$ cat src/rtl/lcd1602_pkg.sv
// Shared HD44780 bus constants, responder FSM states and the address-counter step rule.
package lcd1602_pkg;

    localparam int ACW = 7;

    localparam logic [7:0] CMD_CLEAR   = 8'h01;
    localparam logic [7:0] CMD_HOME    = 8'h02;
    localparam logic [7:0] CMD_ENTRY   = 8'h04;
    localparam logic [7:0] CMD_DISPLAY = 8'h08;
    localparam logic [7:0] CMD_SHIFT   = 8'h10;
    localparam logic [7:0] CMD_FUNC    = 8'h20;
    localparam logic [7:0] CMD_CGRAM   = 8'h40;
    localparam logic [7:0] CMD_DDRAM   = 8'h80;

    localparam logic [ACW-1:0] LINE0_BASE = 7'h00;
    localparam logic [ACW-1:0] LINE1_BASE = 7'h40;
    localparam logic [ACW-1:0] LINE0_LAST = 7'h27;
    localparam logic [ACW-1:0] LINE1_LAST = 7'h67;

    typedef enum logic [1:0] {
        S_RST   = 2'd0,
        S_CLEAR = 2'd1,
        S_IDLE  = 2'd2,
        S_EXEC  = 2'd3
    } state_t;

    // Line ends wrap to the other line's base; anything else is a plain 7-bit +/-1.
    function automatic logic [ACW-1:0] ac_step(input logic [ACW-1:0] a, input logic inc);
        logic [ACW-1:0] r;
        if (inc) begin
            if (a == LINE0_LAST)      r = LINE1_BASE;
            else if (a == LINE1_LAST) r = LINE0_BASE;
            else                      r = a + 7'd1;
        end else begin
            if (a == LINE0_BASE)      r = LINE1_LAST;
            else if (a == LINE1_BASE) r = LINE0_LAST;
            else                      r = a - 7'd1;
        end
        return r;
    endfunction

endpackage

$ cat src/rtl/lcd1602_ddram.sv
// DDRAM shadow: one write port, registered host read port (read-before-write on same address).
// LCD_READ_EN adds a second registered read port for bus reads.
module lcd1602_ddram #(
    parameter int DEPTH     = 32,
    parameter int DATA_BITS = 8,
    parameter int AW        = $clog2(DEPTH)
) (
    input  logic                 clk,
    input  logic                 reset,
    input  logic                 wr_en,
    input  logic [AW-1:0]        wr_addr,
    input  logic [DATA_BITS-1:0] wr_data,
    input  logic [AW-1:0]        rd_addr,
`ifdef LCD_READ_EN
    input  logic [AW-1:0]        rd2_addr,
    output logic [DATA_BITS-1:0] rd2_data,
`endif
    output logic [DATA_BITS-1:0] rd_data
);

    logic [DATA_BITS-1:0] mem [DEPTH];

    always_ff @(posedge clk) begin
        if (wr_en) mem[wr_addr] <= wr_data;
    end

    always_ff @(posedge clk or negedge reset) begin
        if (!reset) rd_data <= '0;
        else        rd_data <= mem[rd_addr];
    end

`ifdef LCD_READ_EN
    always_ff @(posedge clk or negedge reset) begin
        if (!reset) rd2_data <= '0;
        else        rd2_data <= mem[rd2_addr];
    end
`endif

endmodule

$ cat src/rtl/lcd1602_bus_responder.sv
// HD44780 8-bit bus responder: synchronizes the bus, executes each strobe two cycles after the
// synced enable falls, mirrors DDRAM for host readback. LCD_READ_EN adds bus read-back drive.
module lcd1602_bus_responder
    import lcd1602_pkg::*;
#(
    parameter int         NUM_COLS    = 16,
    parameter int         NUM_ROWS    = 2,
    parameter int         DATA_BITS   = 8,
    parameter int         SYNC_STAGES = 2,
    parameter logic [7:0] CLEAR_FILL  = 8'h20,
    parameter int         DEPTH       = NUM_COLS * NUM_ROWS,
    parameter int         IDX_W       = $clog2(DEPTH)
) (
    input  logic                 clk,
    input  logic                 reset,
    input  logic                 lcd_rs,
    input  logic                 lcd_rw,
    input  logic                 lcd_en,
    input  logic [DATA_BITS-1:0] lcd_data,
    input  logic [IDX_W-1:0]     rd_addr,
    output logic [DATA_BITS-1:0] rd_data,
    output logic [6:0]           ac,
    output logic                 display_on,
    output logic                 cursor_on,
    output logic                 blink_on,
    output logic                 entry_inc,
    output logic                 entry_shift,
    output logic                 cfg_8bit,
    output logic                 cfg_2line,
    output logic                 busy,
    output logic                 cmd_valid,
    output logic [DATA_BITS-1:0] cmd_code,
    output logic                 char_valid,
    output logic [IDX_W-1:0]     char_idx,
    output logic                 err_busy,
`ifdef LCD_READ_EN
    output logic [DATA_BITS-1:0] lcd_data_o,
    output logic                 lcd_data_oe,
`endif
    output logic                 err_offscreen
);

`ifdef LCD_READ_EN
    localparam logic READ_EN = 1'b1;
`else
    localparam logic READ_EN = 1'b0;
`endif

    logic [SYNC_STAGES-1:0] en_sync, rs_sync, rw_sync;
    logic [DATA_BITS-1:0]   data_sync [SYNC_STAGES];
    logic                   en_s, rs_s, rw_s, en_d;
    logic [DATA_BITS-1:0]   data_s;
    logic                   strobe;

    logic                 cap_rs, cap_rw;
    logic [DATA_BITS-1:0] cap_data;
    logic                 is_clear;

    state_t           state, state_nxt;
    logic [IDX_W-1:0] clr_idx;
    logic             accept, drop, clr_we, exec_cmd, exec_wr;

    logic                 vis;
    logic [IDX_W-1:0]     row_base, ac_idx;
    logic                 ram_we;
    logic [IDX_W-1:0]     ram_waddr;
    logic [DATA_BITS-1:0] ram_wdata;

    always_ff @(posedge clk or negedge reset) begin
        if (!reset) begin
            en_sync <= '0;
            rs_sync <= '0;
            rw_sync <= '0;
            for (int i = 0; i < SYNC_STAGES; i++) data_sync[i] <= '0;
            en_d    <= 1'b0;
        end else begin
            en_sync      <= {en_sync[SYNC_STAGES-2:0], lcd_en};
            rs_sync      <= {rs_sync[SYNC_STAGES-2:0], lcd_rs};
            rw_sync      <= {rw_sync[SYNC_STAGES-2:0], lcd_rw};
            data_sync[0] <= lcd_data;
            for (int i = 1; i < SYNC_STAGES; i++) data_sync[i] <= data_sync[i-1];
            en_d         <= en_s;
        end
    end

    assign en_s   = en_sync[SYNC_STAGES-1];
    assign rs_s   = rs_sync[SYNC_STAGES-1];
    assign rw_s   = rw_sync[SYNC_STAGES-1];
    assign data_s = data_sync[SYNC_STAGES-1];
    // Read strobes are invisible unless bus read-back is built in.
    assign strobe = en_d & ~en_s & (~rw_s | READ_EN);

    always_ff @(posedge clk or negedge reset) begin
        if (!reset) begin
            cap_rs   <= 1'b0;
            cap_rw   <= 1'b0;
            cap_data <= '0;
        end else if (accept) begin
            cap_rs   <= rs_s;
            cap_rw   <= rw_s;
            cap_data <= data_s;
        end
    end

    assign is_clear = ~cap_rs & ~cap_rw & (cap_data == CMD_CLEAR);

    always_ff @(posedge clk or negedge reset) begin
        if (!reset) state <= S_RST;
        else        state <= state_nxt;
    end

    always_comb begin
        state_nxt = state;
        case (state)
            S_RST:   state_nxt = S_CLEAR;
            S_CLEAR: if (clr_idx == IDX_W'(DEPTH - 1)) state_nxt = S_IDLE;
            S_IDLE:  if (strobe) state_nxt = S_EXEC;
            S_EXEC:  state_nxt = is_clear ? S_CLEAR : S_IDLE;
            default: state_nxt = S_RST;
        endcase
    end

    always_comb begin
        busy     = (state == S_CLEAR);
        clr_we   = (state == S_CLEAR);
        accept   = (state == S_IDLE) & strobe;
        drop     = (state != S_IDLE) & strobe;
        exec_cmd = (state == S_EXEC) & ~cap_rs & ~cap_rw;
        exec_wr  = (state == S_EXEC) &  cap_rs & ~cap_rw;
    end

    always_ff @(posedge clk or negedge reset) begin
        if (!reset)      clr_idx <= '0;
        else if (clr_we) clr_idx <= clr_idx + 1'b1;
        else             clr_idx <= '0;
    end

    assign vis      = ac[5:0] < 6'(NUM_COLS);
    assign row_base = ac[6] ? IDX_W'(NUM_COLS) : '0;
    assign ac_idx   = row_base + IDX_W'(ac[5:0]);

    assign ram_we    = clr_we | (exec_wr & vis);
    assign ram_waddr = clr_we ? clr_idx : ac_idx;
    assign ram_wdata = clr_we ? CLEAR_FILL : cap_data;

    always_ff @(posedge clk or negedge reset) begin
        if (!reset) begin
            ac            <= '0;
            display_on    <= 1'b0;
            cursor_on     <= 1'b0;
            blink_on      <= 1'b0;
            entry_inc     <= 1'b1;
            entry_shift   <= 1'b0;
            cfg_8bit      <= 1'b1;
            cfg_2line     <= 1'b0;
            cmd_valid     <= 1'b0;
            cmd_code      <= '0;
            char_valid    <= 1'b0;
            char_idx      <= '0;
            err_busy      <= 1'b0;
            err_offscreen <= 1'b0;
        end else begin
            cmd_valid  <= exec_cmd;
            char_valid <= exec_wr & vis;
            if (drop) err_busy <= 1'b1;
            if (exec_cmd) begin
                cmd_code <= cap_data;
                priority casez (cap_data)
                    8'b1???????: ac <= cap_data[6:0];
                    8'b01??????: ;
                    8'b001?????: begin
                        cfg_8bit  <= cap_data[4];
                        cfg_2line <= cap_data[3];
                    end
                    8'b0001????: if (!cap_data[3]) ac <= ac_step(ac, cap_data[2]);
                    8'b00001???: begin
                        display_on <= cap_data[2];
                        cursor_on  <= cap_data[1];
                        blink_on   <= cap_data[0];
                    end
                    8'b000001??: begin
                        entry_inc   <= cap_data[1];
                        entry_shift <= cap_data[0];
                    end
                    8'b0000001?: ac <= '0;
                    8'b00000001: begin
                        ac        <= '0;
                        entry_inc <= 1'b1;
                    end
                    default: ;
                endcase
            end
            if (exec_wr) begin
                if (vis) char_idx      <= ac_idx;
                else     err_offscreen <= 1'b1;
                ac <= ac_step(ac, entry_inc);
            end
`ifdef LCD_READ_EN
            if ((state == S_EXEC) && cap_rs && cap_rw) ac <= ac_step(ac, entry_inc);
`endif
        end
    end

`ifdef LCD_READ_EN
    logic [DATA_BITS-1:0] rd2_data;

    assign lcd_data_oe = rw_s & en_s;
    assign lcd_data_o  = rs_s ? (vis ? rd2_data : '0) : {busy, ac};
`endif

    lcd1602_ddram #(
        .DEPTH     (DEPTH),
        .DATA_BITS (DATA_BITS)
    ) u_ddram (
        .clk      (clk),
        .reset    (reset),
        .wr_en    (ram_we),
        .wr_addr  (ram_waddr),
        .wr_data  (ram_wdata),
        .rd_addr  (rd_addr),
`ifdef LCD_READ_EN
        .rd2_addr (ac_idx),
        .rd2_data (rd2_data),
`endif
        .rd_data  (rd_data)
    );

endmodule

$ cat config.mk
export PLATFORM = sky130hd
export DESIGN_NAME = lcd1602_bus_responder
export DESIGN_NICKNAME = d
export VERILOG_FILES = /design/src/rtl/lcd1602_pkg.sv /design/src/rtl/lcd1602_ddram.sv /design/src/rtl/lcd1602_bus_responder.sv
export SDC_FILE = /design/constraint.sdc
export NUM_CORES = 1
export LEC_CHECK = 0
export CORE_ASPECT_RATIO = 0.8
export CORE_MARGIN = 8
export CORE_UTILIZATION = 25
export CTS_BUF_LIST = sky130_fd_sc_hd__clkbuf_8
export DETAILED_ROUTE_END_ITERATION = 8
export GPL_ROUTABILITY_DRIVEN = 0
export PLACE_DENSITY = 0.36
export SYNTH_ARGS = -nofsm -noshare
export SYNTH_HDL_FRONTEND = slang
export SYNTH_SLANG_ARGS = --single-unit
$ cat constraint.sdc
create_clock -name clk -period 7.3 [get_ports clk]
set_clock_uncertainty 0.2 [all_clocks]
set_input_delay 1.095 -clock clk [delete_from_list [all_inputs] [get_ports clk]]
set_output_delay 1.095 -clock clk [all_outputs]
set_load 0.005 [all_outputs]
==> impl_metrics.ini, run 1 <==
[critical_path]
critPathLaunchType = flip-flop
cp_data_required_time_ns = 6.00
max_stage_delay_ns = 0.63
r2r_cells = 5
worstPathArrival_ns = 2.80
cp_num_cells = 3
worst_setup_path_end_kind = output pin
cpLargestDelayFamily = buffers and inverters
cp_num_buf_inv = 2
r2r_start = state[1]
path_cells = nand2b_1, clkinv_1, clkdlybuf4s50_1
reg2reg_to = u_ddram.mem[21][2]
critPathKind = flip-flop to output pin
cp_max_fo = 20
reg2reg_setup_slack_ns = 3.35
crit_slowest_cell = nand2b_1

[run]
drv_cap = 0

[power]
ir_drop_uv = 129
leakage_nw = 5.32
powerDensity_nw_per_um2 = 325

[synth]
ys_warn_count = 0
netlist.area_leader.share = 0.580
avgSynthCellArea_um2 = 18.7
ys_ff_latch = 335
synth.net_count = 729
synth_cell_types = 52
synth_area_um2 = 13200
yosys.area.top_type = edfxtp_1
syn_inst = 707
synth_seq_area_share = 0.730
ys.flop_type = edfxtp_1
yosys.cell_count.top_type = edfxtp_1
synth.area.top_cells = edfxtp_1 (58%), dfrtp_1 (15%), mux4_2 (14%)
synth_common_cells = edfxtp_1 (256), mux4_2 (80), dfrtp_1 (77)
synth-edff-count = 256
synth_async_sr_flop_share = 0.236

[timing]
period_minus_slack_ns = 4.10
final.setup.tns_ns = 0
setup-violations-final = 0
hold_viol = 0
final.period_utilization = 0.561
grt_setup_unrepaired = false
maxSlewViolCount = 0
timing.fmax_mhz = 244
whs_ns = 0.150
worst_slew_pin_slew_ns = 1.37
maxSlewHeadroom = 0.0852

[min_path]
min-delay-start = data_sync[10]
worstHoldEndpoint = data_s[2]
hp-class = flip-flop to flip-flop
hold_depth = 0

[grt]
grt_antenna_before_repair = 3
globalRouteOverflowTotal = 0
grt_max_degree = 47
grtUsageTotal = 0.115
grt_pass1_wl_um = 51700
grt_pass1_vias = 7487

[clock_tree]
clk-insertion-delay-late_ns = 0.62
clk_path_buf_depth = 3
clock_sinks = 335
clk_pin_slew_worst_paths_ns = 0.06
ctsHtreeMaxLevel = 2
cts_tree = built
cts_buffers = 56
post_cts_buffers = 0
postCtsHoldBufs = 0
cts_resized = 0
cts_root_buf = clkbuf_8

[layout]
final_nets = 816
design_area_um2 = 15700
area_growth_pct = 18.4
fill_cells = 5169
insertedDiodeCount = 0
drive_gt1_frac = 0.243
final_util = 0.299

[routing]
route.detailed.drc = 0
avgViaCountPerCell = 4.47
vias = 6847
routed_wirelength_um = 34500
drt-wirelength-per-cell_um = 22.5
initialDrtViolationCount = 602
dr.pass1.iters = 4
ant_nets = 0

[placed_design]
portBuffers = 57
postPlaceCellArea_um2 = 14600
hpwl_um = 21300

[status]
status = completed

[floorplanning]
dieWidth_um = 273
dieArea_um2 = 60700
pin_count = 58
core_area_um2 = 52400
die_y_um = 222
rows = 75
initial_core_util = 0.253
cell type report:
cell class                      instances  area [µm²]  area share
Sequential cell                       335        9670       0.616
Timing Repair Buffer                   70         658      0.0420
Clock inverter                         40         225      0.0144
Inverter                                7        26.3     0.00168
Multi-Input combinational cell        324        3360       0.214
Tap cell                              693         867      0.0553
Clock buffer                           64         881      0.0562
sequential cells by signal, indices dropped and copies added (netlist names), 2 cells and up:
| signal | cells |
|---|---|
| data_s | 8 |
| u_ddram.rd_data | 8 |
| en_sync | 2 |
| char_idx | 5 |
| ac | 7 |
| u_ddram.mem | 256 |
| data_sync | 8 |
| cmd_code | 8 |
| rw_sync | 2 |
| state | 2 |
| rs_sync | 2 |
| cap_data | 8 |
| clr_idx | 5 |
cells by family after synthesis:
group           after synthesis  synth area share
fa+ha+maj                     4           0.00378
buf+inv                      48            0.0173
mux                         115             0.165
flops                       335             0.730
xor+xnor                      9           0.00595
simple gates                138            0.0498
compound gates               58            0.0281
worst reg2reg max path: cells and delay by family, from the launching register on:
kind            cells  cell delay (ns)
flops               1             0.48
compound gates      1             0.64
buf+inv             1             0.49
simple gates        3             1.76
worst max-delay path by stage:
stage | slack, ns | from | to
finish | 3.20 | state[1] | busy
global route | 2.93 | state[1] | busy
CTS | 3.13 | state[1] | busy
detailed placement | 3.06 | rd_addr[0] | u_ddram.rd_data[3]
global placement | 3.10 | rd_addr[0] | u_ddram.rd_data[3]
floorplan | 4.20 | rd_addr[1] | u_ddram.rd_data[0]
placed cells by master (no fill, tap or decap), types with 3 or more instances in the layout:
master and instances:
o31ai_1 4, and2_1 10, nor3b_1 5, nor3_1 5
xor2_1 5, edfxtp_1 256, nand2_1 35, clkdlybuf4s50_1 54
mux2_2 31, nor2_1 50, a211oi_1 3, buf_4 15
nand3_1 13, o21ai_0 12, dfrtp_1 77, clkinv_1 9
clkbuf_8 64, ha_1 4, mux4_2 80, nand2b_1 4
mux2i_1 3, inv_1 31, nand3b_1 3, a21oi_1 17
xnor2_1 4, a21o_1 5
power breakdown:
group / internal, mW / switching [mW] / leakage [nW] / total (mW)
sequential: 2.36 / 0.167 / 3.29 / 2.52
combinational: 0.389 / 0.556 / 1.38 / 0.945
clock: 0.869 / 0.765 / 0.653 / 1.63
total: 3.61 / 1.49 / 5.32 / 5.10
layer usage:
metal,vias up,wire length [µm],global-route usage,share of wire
met2,166,16000,0.179,0.46
met4,0,687,0.0350,0.020
met5,-,0,0,0
met3,61,1630,0.0269,0.047
li1,2975,-,-,-
met1,3645,16200,0.158,0.47
metrics by stage:
step | std cells | total power, mW | worst slack (ns)
finish | 1533 | 5.10 | 3.20
global placement | 1429 | 3.52 | 3.10
floorplan | 707 | 3.06 | 4.20
CTS | 1533 | 5.21 | 3.13
global route | 1533 | 5.38 | 2.93
detailed placement | 1429 | 3.54 | 3.06
Note: power is estimated with default switching activity, not from simulation.
==> run 2, diff against run 1 <==
PLACE_DENSITY = 0.37   (was 0.36)
clock period = 3.7 ns   (was 7.3 ns; I/O delays follow)
==> run 2 against run 1 <==
Compared with the run above: routed wire length up 3.8%; sequential power rose by 97%; worst setup slack worse by 2.5 ns; non-clock buffer count up 39; die area is the same; combinational power increased by 110%; hold slack worse by 0.0072 ns; power is 97% higher; register-to-register slack worse by 2.6 ns; utilization grew 0.55 points; final cell count rose by 2.4%.
==> impl_metrics.ini, run 2 (synthesis results as in run 1) <==
[clock_tree]
clk-insertion-delay-late_ns = 0.65
cts_buffers = 55
ctsHtreeMaxLevel = 2
cts_root_buf = clkbuf_8
clk_pin_slew_worst_paths_ns = 0.06
clock_sinks = 335
cts_tree = built
clk_path_buf_depth = 3
post_cts_buffers = 0

[timing]
setup-violations-final = 0
whs_ns = 0.143
hold_viol = 0
timing.fmax_mhz = 338
period_minus_slack_ns = 2.96
worst_slew_pin_slew_ns = 1.18
final.period_utilization = 0.799
maxSlewHeadroom = 0.214
maxSlewViolCount = 0
grt_setup_unrepaired = false
fin_ws_ns = 0.744
final.setup.tns_ns = 0

[floorplanning]
dieArea_um2 = 60700
dieWidth_um = 273
core_area_um2 = 52400
pin_count = 58
initial_core_util = 0.253
die_y_um = 222
rows = 75

[layout]
insertedDiodeCount = 0
area_growth_pct = 20.5
largest-register = u_ddram.mem
largest_reg_flops = 256
fill_cells = 5144
design_area_um2 = 16000
multiInputGateArea_um2 = 3360
final_nets = 854
layout_common_cells = edfxtp_1 (256), mux4_2 (80), dfrtp_1 (77)
final_common_cell = edfxtp_1
seq_area_um2 = 9670
drive_gt1_frac = 0.274

[routing]
drt-wirelength-per-cell_um = 22.8
ant_nets = 0
routed_wirelength_um = 35900
route.detailed.drc = 0
initialDrtViolationCount = 424
avgViaCountPerCell = 4.49
dr.pass1.iters = 5
vias = 7053

[critical_path]
cp_data_required_time_ns = 3.73
cp_max_fo = 8
worstPathArrival_ns = 2.99
reg2reg_setup_slack_ns = 0.74
worst_setup_path_end_kind = flip-flop
critPathLaunchType = flip-flop
critPathKind = flip-flop to flip-flop

[power]
power_mw = 10.1
powerDensity_nw_per_um2 = 629
leakage_nw = 5.51
ir_drop_uv = 268

[status]
status = completed

[placed_design]
dp_worst_setup_slack_ns = 0.730
portBuffers = 57
hpwl_um = 23200
postPlaceCellArea_um2 = 14900

[grt]
grt_max_degree = 60
globalRouteOverflowTotal = 0
grt_antenna_before_repair = 1
grt_pass1_wl_um = 53100
grtUsageTotal = 0.118
grt_pass1_vias = 7723

[run]
drv_cap = 0

[min_path]
hp-class = input port to flip-flop
run 2: changes by cell type in the layout (fill, tap and decap cells not counted), sizes merged:
cell,delta
buf,+38
clkinvlp,-2
clkbuf,-4
dlygate4sd3,+1
clkinv,+9
inv,-5
run 2: what timing repair did:
action | CTS | global route
hold endpoints to repair | 55 | 0
gates resized for setup | 0 | 0
hold buffers | 1 | 0
run 2: worst max-delay path, stage by stage, from the launching register on:
cell	delay, ns
dfrtp_1	0.47
and4b_1	0.43
nand2_1	0.25
clkinv_1	0.21
a32oi_1	0.13
buf_4	0.20
nor2_1	0.65
run 2: layer usage:
metal	vias up	wire length (µm)	track usage
li1	3050	-	-
met4	0	656	0.0343
met5	-	0	0
met1	3789	17400	0.169
met3	49	1700	0.0273
met2	165	16100	0.177
run 2: cell type report:
cell class | count | area share
Clock inverter | 42 | 0.0156
Tap cell | 693 | 0.0543
Inverter | 7 | 0.00165
Timing Repair Buffer | 109 | 0.0613
Multi-Input combinational cell | 324 | 0.210
Sequential cell | 335 | 0.605
Clock buffer | 60 | 0.0517
run 2: worst paths after layout:
kind,start,to,cells after the start
worst max-delay path,state[1],u_ddram.mem[6][4],6
worst min-delay path,lcd_data[2],data_sync[10],1
worst max register to register,state[1],u_ddram.mem[6][4],6
worst min register to register,en_sync[0],en_sync[1],0
max in group asynchronous,reset,clr_idx[0],3
min in group asynchronous,reset,cap_data[4],2
run 2: metrics by stage:
stage,util,instances
global placement,0.284,1467
finish,0.305,1570
CTS,0.305,1570
global route,0.305,1570
detailed placement,0.284,1467
floorplan,-,707
run 2: where the power goes:
group          leakage (nW)  internal, mW  switching, mW  total [mW]
clock                 0.624          1.64           1.51        3.15
sequential             3.29          4.65          0.316        4.96
combinational          1.59         0.807           1.13        1.94
total                  5.51          7.09           2.96        10.1
